<file path="src/rtl/four_bit_seq_divider.sv">
// four_bit_seq_divider: multi-cycle unsigned restoring divider.
// Each RUN cycle does one trial subtraction through a ripple-borrow full-adder chain.
module four_bit_seq_divider #(
    parameter int WIDTH = 4
) (
    input  logic             Clk,
    input  logic             Rst,
    input  logic             Start,
    input  logic [0:WIDTH-1] Dividend,
    input  logic [0:WIDTH-1] Divisor,
    output logic             Busy,
    output logic             Done,
    output logic [0:WIDTH-1] Quotient,
    output logic [0:WIDTH-1] Remainder,
    output logic             DivZero
);
    localparam int CW = $clog2(WIDTH + 1);

    typedef enum logic [1:0] {IDLE, RUN, DONE} state_t;

    state_t           state_q, state_d;
    logic [CW-1:0]    cnt_q, cnt_d;
    logic [WIDTH-1:0] q_q, q_d, d_q, d_d, quo_q, quo_d, rem_q, rem_d;
    logic [WIDTH-1:0] dvd, dvs;
    logic [WIDTH:0]   p_q, p_d, t, b, diff;
    logic [WIDTH+1:0] c;
    logic             dz_q, dz_d;

    // Ports number bit 0 as the LSB; map them onto conventional descending vectors.
    for (genvar i = 0; i < WIDTH; i++) begin : g_bits
        assign dvd[i]       = Dividend[i];
        assign dvs[i]       = Divisor[i];
        assign Quotient[i]  = quo_q[i];
        assign Remainder[i] = rem_q[i];
    end

    // The top bit of P is always 0 (P < D), so shifting it out loses nothing.
    assign t    = (WIDTH + 1)'({p_q, q_q[WIDTH-1]});
    assign b    = ~{1'b0, d_q};
    assign c[0] = 1'b1;

    for (genvar i = 0; i <= WIDTH; i++) begin : g_sub
        assign diff[i]  = t[i] ^ b[i] ^ c[i];
        assign c[i+1]   = (t[i] & b[i]) | (c[i] & (t[i] ^ b[i]));
    end

    always_comb begin
        state_d = state_q;
        cnt_d   = cnt_q;
        q_d     = q_q;
        d_d     = d_q;
        p_d     = p_q;
        quo_d   = quo_q;
        rem_d   = rem_q;
        dz_d    = dz_q;
        if (state_q == RUN) begin
            if (cnt_q == CW'(WIDTH)) begin
                state_d = DONE;
                quo_d   = q_q;
                rem_d   = p_q[WIDTH-1:0];
            end else begin
                p_d   = c[WIDTH+1] ? diff : t;
                q_d   = {q_q[WIDTH-2:0], c[WIDTH+1]};
                cnt_d = cnt_q + 1'b1;
            end
        end else if (Start) begin
            state_d = RUN;
            q_d     = dvd;
            d_d     = dvs;
            p_d     = '0;
            dz_d    = (dvs == '0);
            cnt_d   = '0;
        end else begin
            state_d = IDLE;
        end
    end

    always_ff @(posedge Clk) begin
        if (Rst) begin
            state_q <= IDLE;
            cnt_q   <= '0;
            q_q     <= '0;
            d_q     <= '0;
            p_q     <= '0;
            quo_q   <= '0;
            rem_q   <= '0;
            dz_q    <= 1'b0;
        end else begin
            state_q <= state_d;
            cnt_q   <= cnt_d;
            q_q     <= q_d;
            d_q     <= d_d;
            p_q     <= p_d;
            quo_q   <= quo_d;
            rem_q   <= rem_d;
            dz_q    <= dz_d;
        end
    end

    assign Busy    = (state_q == RUN);
    assign Done    = (state_q == DONE);
    assign DivZero = dz_q;
endmodule

</file>
<file path="config.mk">
export PLATFORM = sky130hd
export DESIGN_NAME = four_bit_seq_divider
export DESIGN_NICKNAME = d
export VERILOG_FILES = /design/src/rtl/four_bit_seq_divider.sv
export SDC_FILE = /design/constraint.sdc
export NUM_CORES = 1
export LEC_CHECK = 0
export BUFFER_PORTS_ARGS = -buffer_cell sky130_fd_sc_hd__buf_2
export CAP_MARGIN = 10
export CORE_UTILIZATION = 33
export DETAILED_ROUTE_END_ITERATION = 10
export SLEW_MARGIN = 25
export SYNTH_ARGS = -nofsm -noshare
export SYNTH_HDL_FRONTEND = slang
export SYNTH_SLANG_ARGS = --single-unit
</file>
<file path="constraint.sdc">
create_clock -name Clk -period 2 [get_ports Clk]
set_input_delay 0.5 -clock Clk [delete_from_list [all_inputs] [get_ports Clk]]
set_output_delay 0.5 -clock Clk [all_outputs]
set_load 0.02 [all_outputs]
</file>
Yosys cells after proc, flatten, opt, wreduce, memory -nomap -nowiden
Index checks and enable logic that the tools add are counted.
W data, S select, Z words.
{ "totals": {"ff_bits": 26, "latchBits": 0, "ramBits": 0, "romBits": 0, "in_bits": 11, "out_inout_bits": 11, "wordCells": 57, "memories": 0} }
{ "classes": {"addsub": 1, "mul": 0, "n_div": 0, "magnitude_cmp": 0, "eq_ne": 5, "shifts": 0, "n_mux": 13, "n_bitwise": 25, "reduce_logical": 5} }
{ "op_table": {"columns": ["cell", "n"], "rows": [
  ["$mux W4", 7],
  ["$and A1 B1 Y1", 9],
  ["$mux W3", 3],
  ["$xor A1 B1 Y1", 8],
  ["$reduce_and A2 Y1", 3],
  ["$not A4 Y5", 1],
  ["$or A1 B1 Y1", 5],
  ["$logic_not A4 Y1", 1],
  ["$mux W2", 2],
  ["$add A3 B1 Y3 const B", 1],
  ["$eq A3 B3 Y1 const B", 1],
  ["$eq A2 B1 Y1 const B", 1],
  ["$eq A2 B2 Y1 const B", 1],
  ["$ne A2 B1 Y1 const B", 1],
  ["$ne A2 B2 Y1 const B", 1],
  ["$not A1 Y1", 2],
  ["$reduce_bool A2 Y1", 1],
  ["$mux W1", 1]
]} }

Depth between registers and ports, before layout
{ "logic_depth": {"word_depth": 14, "ltp_mapped": 12, "mapped_depth_nobuf": 11} }

Worst setup path before layout
Ideal clock, no wire load.
{ "synth_timing": {"kind": "flip-flop to flip-flop", "from": "register q_q[3]", "to": "register p_q[1]", "setup_time_ns": 0.128, "arrival_time_ns": 2.091, "required_time_ns": 1.872, "slack_ns": -0.219, "stages_incl_launch_ff": 13, "n_path_buf": 1, "synth_period_minus_slack_ns": 2.219, "path_cell_list": "dfxtp_1 -> inv_1 -> ha_1 -> inv_1 -> fa_1 -> fa_1 -> inv_1 -> fa_1 -> nand2b_1 -> clkbuf_2 -> mux2_2 -> a22oi_1 -> nor2_1"} }
{ "synth_between": {"elab_chain_cells": 13, "elab_cells_between_ends": 15, "cone_classes": "mux: 3; bitwise: 12"} }
{ "synth_rtl": {"columns": ["element", "line", "source"], "rows": [
  ["start, declared", "23", "logic [WIDTH-1:0] q_q, q_d, d_q, d_d, quo_q, quo_d, rem_q, rem_d;"],
  ["start signal, assigned", "91", "q_q <= q_d;"],
  ["$and A1 B1 Y1 / $xor A1 B1 Y1 (equally long branches)", "44", "assign c[i+1] = (t[i] & b[i]) | (c[i] & (t[i] ^ b[i]));"],
  ["$or A1 B1 Y1 (*)", "44", null],
  ["$and A1 B1 Y1", "44", null],
  ["$or A1 B1 Y1", "44", null],
  ["$and A1 B1 Y1", "44", null],
  ["$or A1 B1 Y1", "44", null],
  ["$and A1 B1 Y1", "44", null],
  ["$or A1 B1 Y1", "44", null],
  ["$and A1 B1 Y1", "44", null],
  ["$or A1 B1 Y1", "44", null],
  ["$mux W4 (*)", "62", "p_d = c[WIDTH+1] ? diff : t;"],
  ["$mux W4 (*)", "57", "if (cnt_q == CW'(WIDTH)) begin"],
  ["$mux W4 (*)", "56", "if (state_q == RUN) begin"],
  ["end signal, assigned", "93", "p_q <= p_d;"],
  ["end, declared", "25", "logic [WIDTH:0] p_q, p_d, t, b, diff;"]
]} }
Mark *: on every way between the ends. The rest lies on a longest branch, timed or not. The select of a mux whose other input is x is not followed.
A chain may end at the register's enable or synchronous reset.

Worst setup path after layout
{ "layout_timing": {"from": "register q_q[3]", "to": "register p_q[2]"} }
{ "layout_between": {"elab_chain_cells": 13, "elab_cells_between_ends": 15, "cone_classes": "mux: 3; bitwise: 12"} }
{ "layout_rtl": {"columns": ["element", "line"], "rows": [
  ["$and A1 B1 Y1 / $xor A1 B1 Y1 (equally long branches)", "44"],
  ["$or A1 B1 Y1 (*)", "44"],
  ["$and A1 B1 Y1 (*)", "44"],
  ["$or A1 B1 Y1 (*)", "44"],
  ["$and A1 B1 Y1", "44"],
  ["$or A1 B1 Y1", "44"],
  ["$and A1 B1 Y1", "44"],
  ["$or A1 B1 Y1", "44"],
  ["$and A1 B1 Y1", "44"],
  ["$or A1 B1 Y1", "44"],
  ["$mux W4 (*)", "62"],
  ["$mux W4 (*)", "57"],
  ["$mux W4 (*)", "56"]
]} }
Marks and branches as above.

==> flow_metrics.env <==
export IMPL_buffers_plus_inverters_on_the_worst_setup_path=3
export IMPL_core_area_um2=3360
export IMPL_dpl_wire_length_mm=1.74
export IMPL_syn2layout_area_growth_pct=20.1
export IMPL_failing_checks="negative setup slack"
export IMPL_netlist_instances=139
export IMPL_final_period_utilization=1.07
export IMPL_tritoncts="yes"
export IMPL_setup_violations_final=5
export IMPL_setup_repair_after_global_routing_missed_its_margin="true"
export IMPL_floorplan_rows=21
export IMPL_grt_pass1_wl_mm=4.20
export IMPL_critical_path_endpoint_type="flip-flop"
export IMPL_worstPathCellList="inv_2 > ha_4 > inv_2 > fa_2 > fa_2 > inv_2 > fa_2 > nand2b_4 > mux2_2 > a22oi_2 > nor2_1"
export IMPL_regToRegSetupSlack_ns=-0.14
export IMPL_final_layout_size_suffix_gt1_frac=0.300
export IMPL_power_density_nw_per_um2=708
export IMPL_clkSinkCount=26
export IMPL_worst_setup_hold_path_clk_slew_ns=0.14
export IMPL_worst_slew_pin_slew_ns=0.587
export IMPL_globalRouteOverflowTotal=0
export IMPL_postCtsSetupRepairBufs=0
export IMPL_htree_levels=1
export IMPL_viasPerCell=4.79
export IMPL_fmax_mhz=467
export IMPL_postCtsHoldBufs=0
export IMPL_die_area_um2=3780
export IMPL_drt_iter0_markers=26
export IMPL_status="finished with violations"
export IMPL_cts_path_max_buffers=2
export IMPL_synth_net_count=156
export IMPL_fin_skew_ns=0.00585
export IMPL_ir_worst_vdd_mv=0.314
export IMPL_final_max_slew_violation_count=0
export IMPL_finalCoreUtilization=0.416
export IMPL_syn_area_um2=1170
export IMPL_critical_path_peak_fanout=4
export IMPL_drcViolationCount=0
export IMPL_grt_start_max_net_pins=27
export IMPL_ys_seq_elements=26
export IMPL_io_buffer_count=21
export IMPL_die_x_um=61.4
export IMPL_num_antenna_cells=0
export IMPL_route_antenna_remaining_nets=0
export IMPL_gp_congestion=0.793
export IMPL_finalCriticalPeriod_ns=2.14
export IMPL_yosysWarningCount=0
export IMPL_die_span_y_um=61.4
export IMPL_criticalPathCategory="flip-flop to flip-flop"
export IMPL_timing_critical_path_max_delay_family="adder cells"
export IMPL_place_worst_setup_slack_ns=-0.174
export IMPL_hold_violations=0
export IMPL_synth_distinct_cells=29
export IMPL_clk_insertion_delay_late_ns=0.32
export IMPL_setup_slack_ns=-0.142
export IMPL_p_leak_uw=0.000559
export IMPL_max_cap_violations=0
export IMPL_first_global_vias=936
export IMPL_gr_usage_all_layers=0.152
export IMPL_slowest_delay_ns=0.35
export IMPL_num_nets_final=178
export IMPL_num_vias=986
export IMPL_floorplan_initialDensity=0.347
export IMPL_numCtsBuffers=3
export IMPL_grt_antenna_before_repair=0
export IMPL_wirelength_routed_mm=2.32
export IMPL_critical_path_startpoint_type="flip-flop"
export IMPL_worstPathRequired_ns=2.21
export IMPL_critical_path_slowest_cell="dfxtp_2"
export IMPL_cp_data_arrival_time_ns=2.35
export IMPL_fin_setup_tns_ns=-0.538
export IMPL_synth_seq_area_share=0.446
export IMPL_slew_limit_headroom=0.609
export IMPL_clock_root_cell="clkbuf_4"
export IMPL_hold_path_class="input pin to flip-flop"
export IMPL_io_pins=22
export IMPL_syn_mean_instance_area_um2=8.39
export IMPL_first_pass_detailed_route_iteration_total=4
export IMPL_routed_wire_length_per_instance_um=11.2
==> layout make-up <==
| cell class | instances | area (um^2) |
|---|---|---|
| fill | 375 | 1960 |
| multi-input combinational | 96 | 609 |
| sequential | 26 | 523 |
| timing repair buffer | 25 | 135 |
| tap | 46 | 57.6 |
| inverter | 9 | 38.8 |
| clock buffer | 4 | 36.3 |
==> layout by cell type, fill, tap and decap left out, types with 3 or more instances in the layout <==
cell / synthesis / final
nor2_1: 12 / 12
inv_2: 0 / 3
a21oi_1: 18 / 17
dfxtp_1: 26 / 24
inv_1: 8 / 5
buf_2: 3 / 21
a311oi_1: 3 / 3
buf_4: 1 / 4
clkbuf_4: 0 / 3
nand3_1: 5 / 5
nand2_1: 33 / 33
fa_2: 0 / 3
==> cells in the mapped netlist, drive strengths merged <==
master,number,area (um^2)
nand4b,1,8.76
buf,4,22.5
o211ai,2,15.0
o21ai,2,21.3
a21oi,18,90.1
o21a,1,8.76
nor2,12,45.0
a22oi,3,22.5
mux2i,1,10.0
dfxtp,26,521
and3,1,6.26
and2b,1,7.51
nand2b,2,20.0
nor3,1,5.00
nand3,5,25.0
inv,9,38.8
mux2,2,22.5
ha,3,37.5
nor4,1,6.26
clkbuf,4,16.3
a311oi,3,26.3
fa,3,60.1
or3,1,6.26
nand2,33,124
==> path summary, 6_finish.rpt <==
path | cells past startpoint | from | to
worst max-delay path | 11 | q_q[3]$_SDFFE_PP0P_ | p_q[2]$_SDFFE_PP0P_
worst min-delay path | 3 | Divisor[0] | d_q[0]$_SDFFE_PP0P_
worst max register to register | 11 | q_q[3]$_SDFFE_PP0P_ | p_q[2]$_SDFFE_PP0P_
worst min register to register | 2 | rem_q[3]$_SDFFE_PP0P_ | rem_q[3]$_SDFFE_PP0P_
==> worst register-to-register path, stage by stage (launching register included) <==
cell and delay, ns:
dfxtp_2 0.35, inv_2 0.06, ha_4 0.12, inv_2 0.03
fa_2 0.33, fa_2 0.34, inv_2 0.06, fa_2 0.21
nand2b_4 0.07, mux2_2 0.28, a22oi_2 0.14, nor2_1 0.05
==> registers in the layout, summed over array words and instances (netlist names) <==
signal,count
DivZero,1
cnt_q,3
d_q,4
p_q,4
q_q,4
quo_q,4
rem_q,4
state_q,2
==> cell families after synthesis <==
kind of cell	after synthesis	share of synthesized area
muxes	3	0.0279
adders and majority gates	6	0.0837
AOI/OAI and AO/OA	29	0.158
and+or+nand+nor	58	0.218
DFF	26	0.446
buffers and inverters	17	0.0665
==> through the flow <==
| step | area [um^2] | instances | power [uW] | hold WS, ns |
|---|---|---|---|---|
| 3_5_place_dp | 1340 | 202 | 728 | 0.446 |
| 5_1_grt | 1400 | 206 | 1060 | 0.413 |
| 4_1_cts | 1390 | 206 | 997 | 0.417 |
| 3_3_place_gp | 1340 | 202 | 721 | 0.441 |
| 2_1_floorplan | 1200 | 139 | 688 | 0.436 |
| 6_report | 1400 | 206 | 991 | 0.416 |
==> power breakdown <==
part	switching [uW]	internal (uW)
combinational	91.7	76.8
clock	151	111
sequential	18.9	541
total	262	729
==> metal layers <==
metal	vias up	part of all wire	global-route usage	routed length [um]
met5	-	0	0	0
met4	0	0.014	0.0667	33
met3	4	0.041	0.0273	95
met2	21	0.46	0.241	1080
met1	458	0.48	0.203	1110
li1	503	-	-	-
==> what timing repair did <==
| action | in CTS | in global routing |
|---|---|---|
| pin swaps | 2 | 0 |
| endpoints found under the setup margin | 5 | 5 |
| resized for setup | 1 | 4 |
Power figures use the tool's default switching activity.
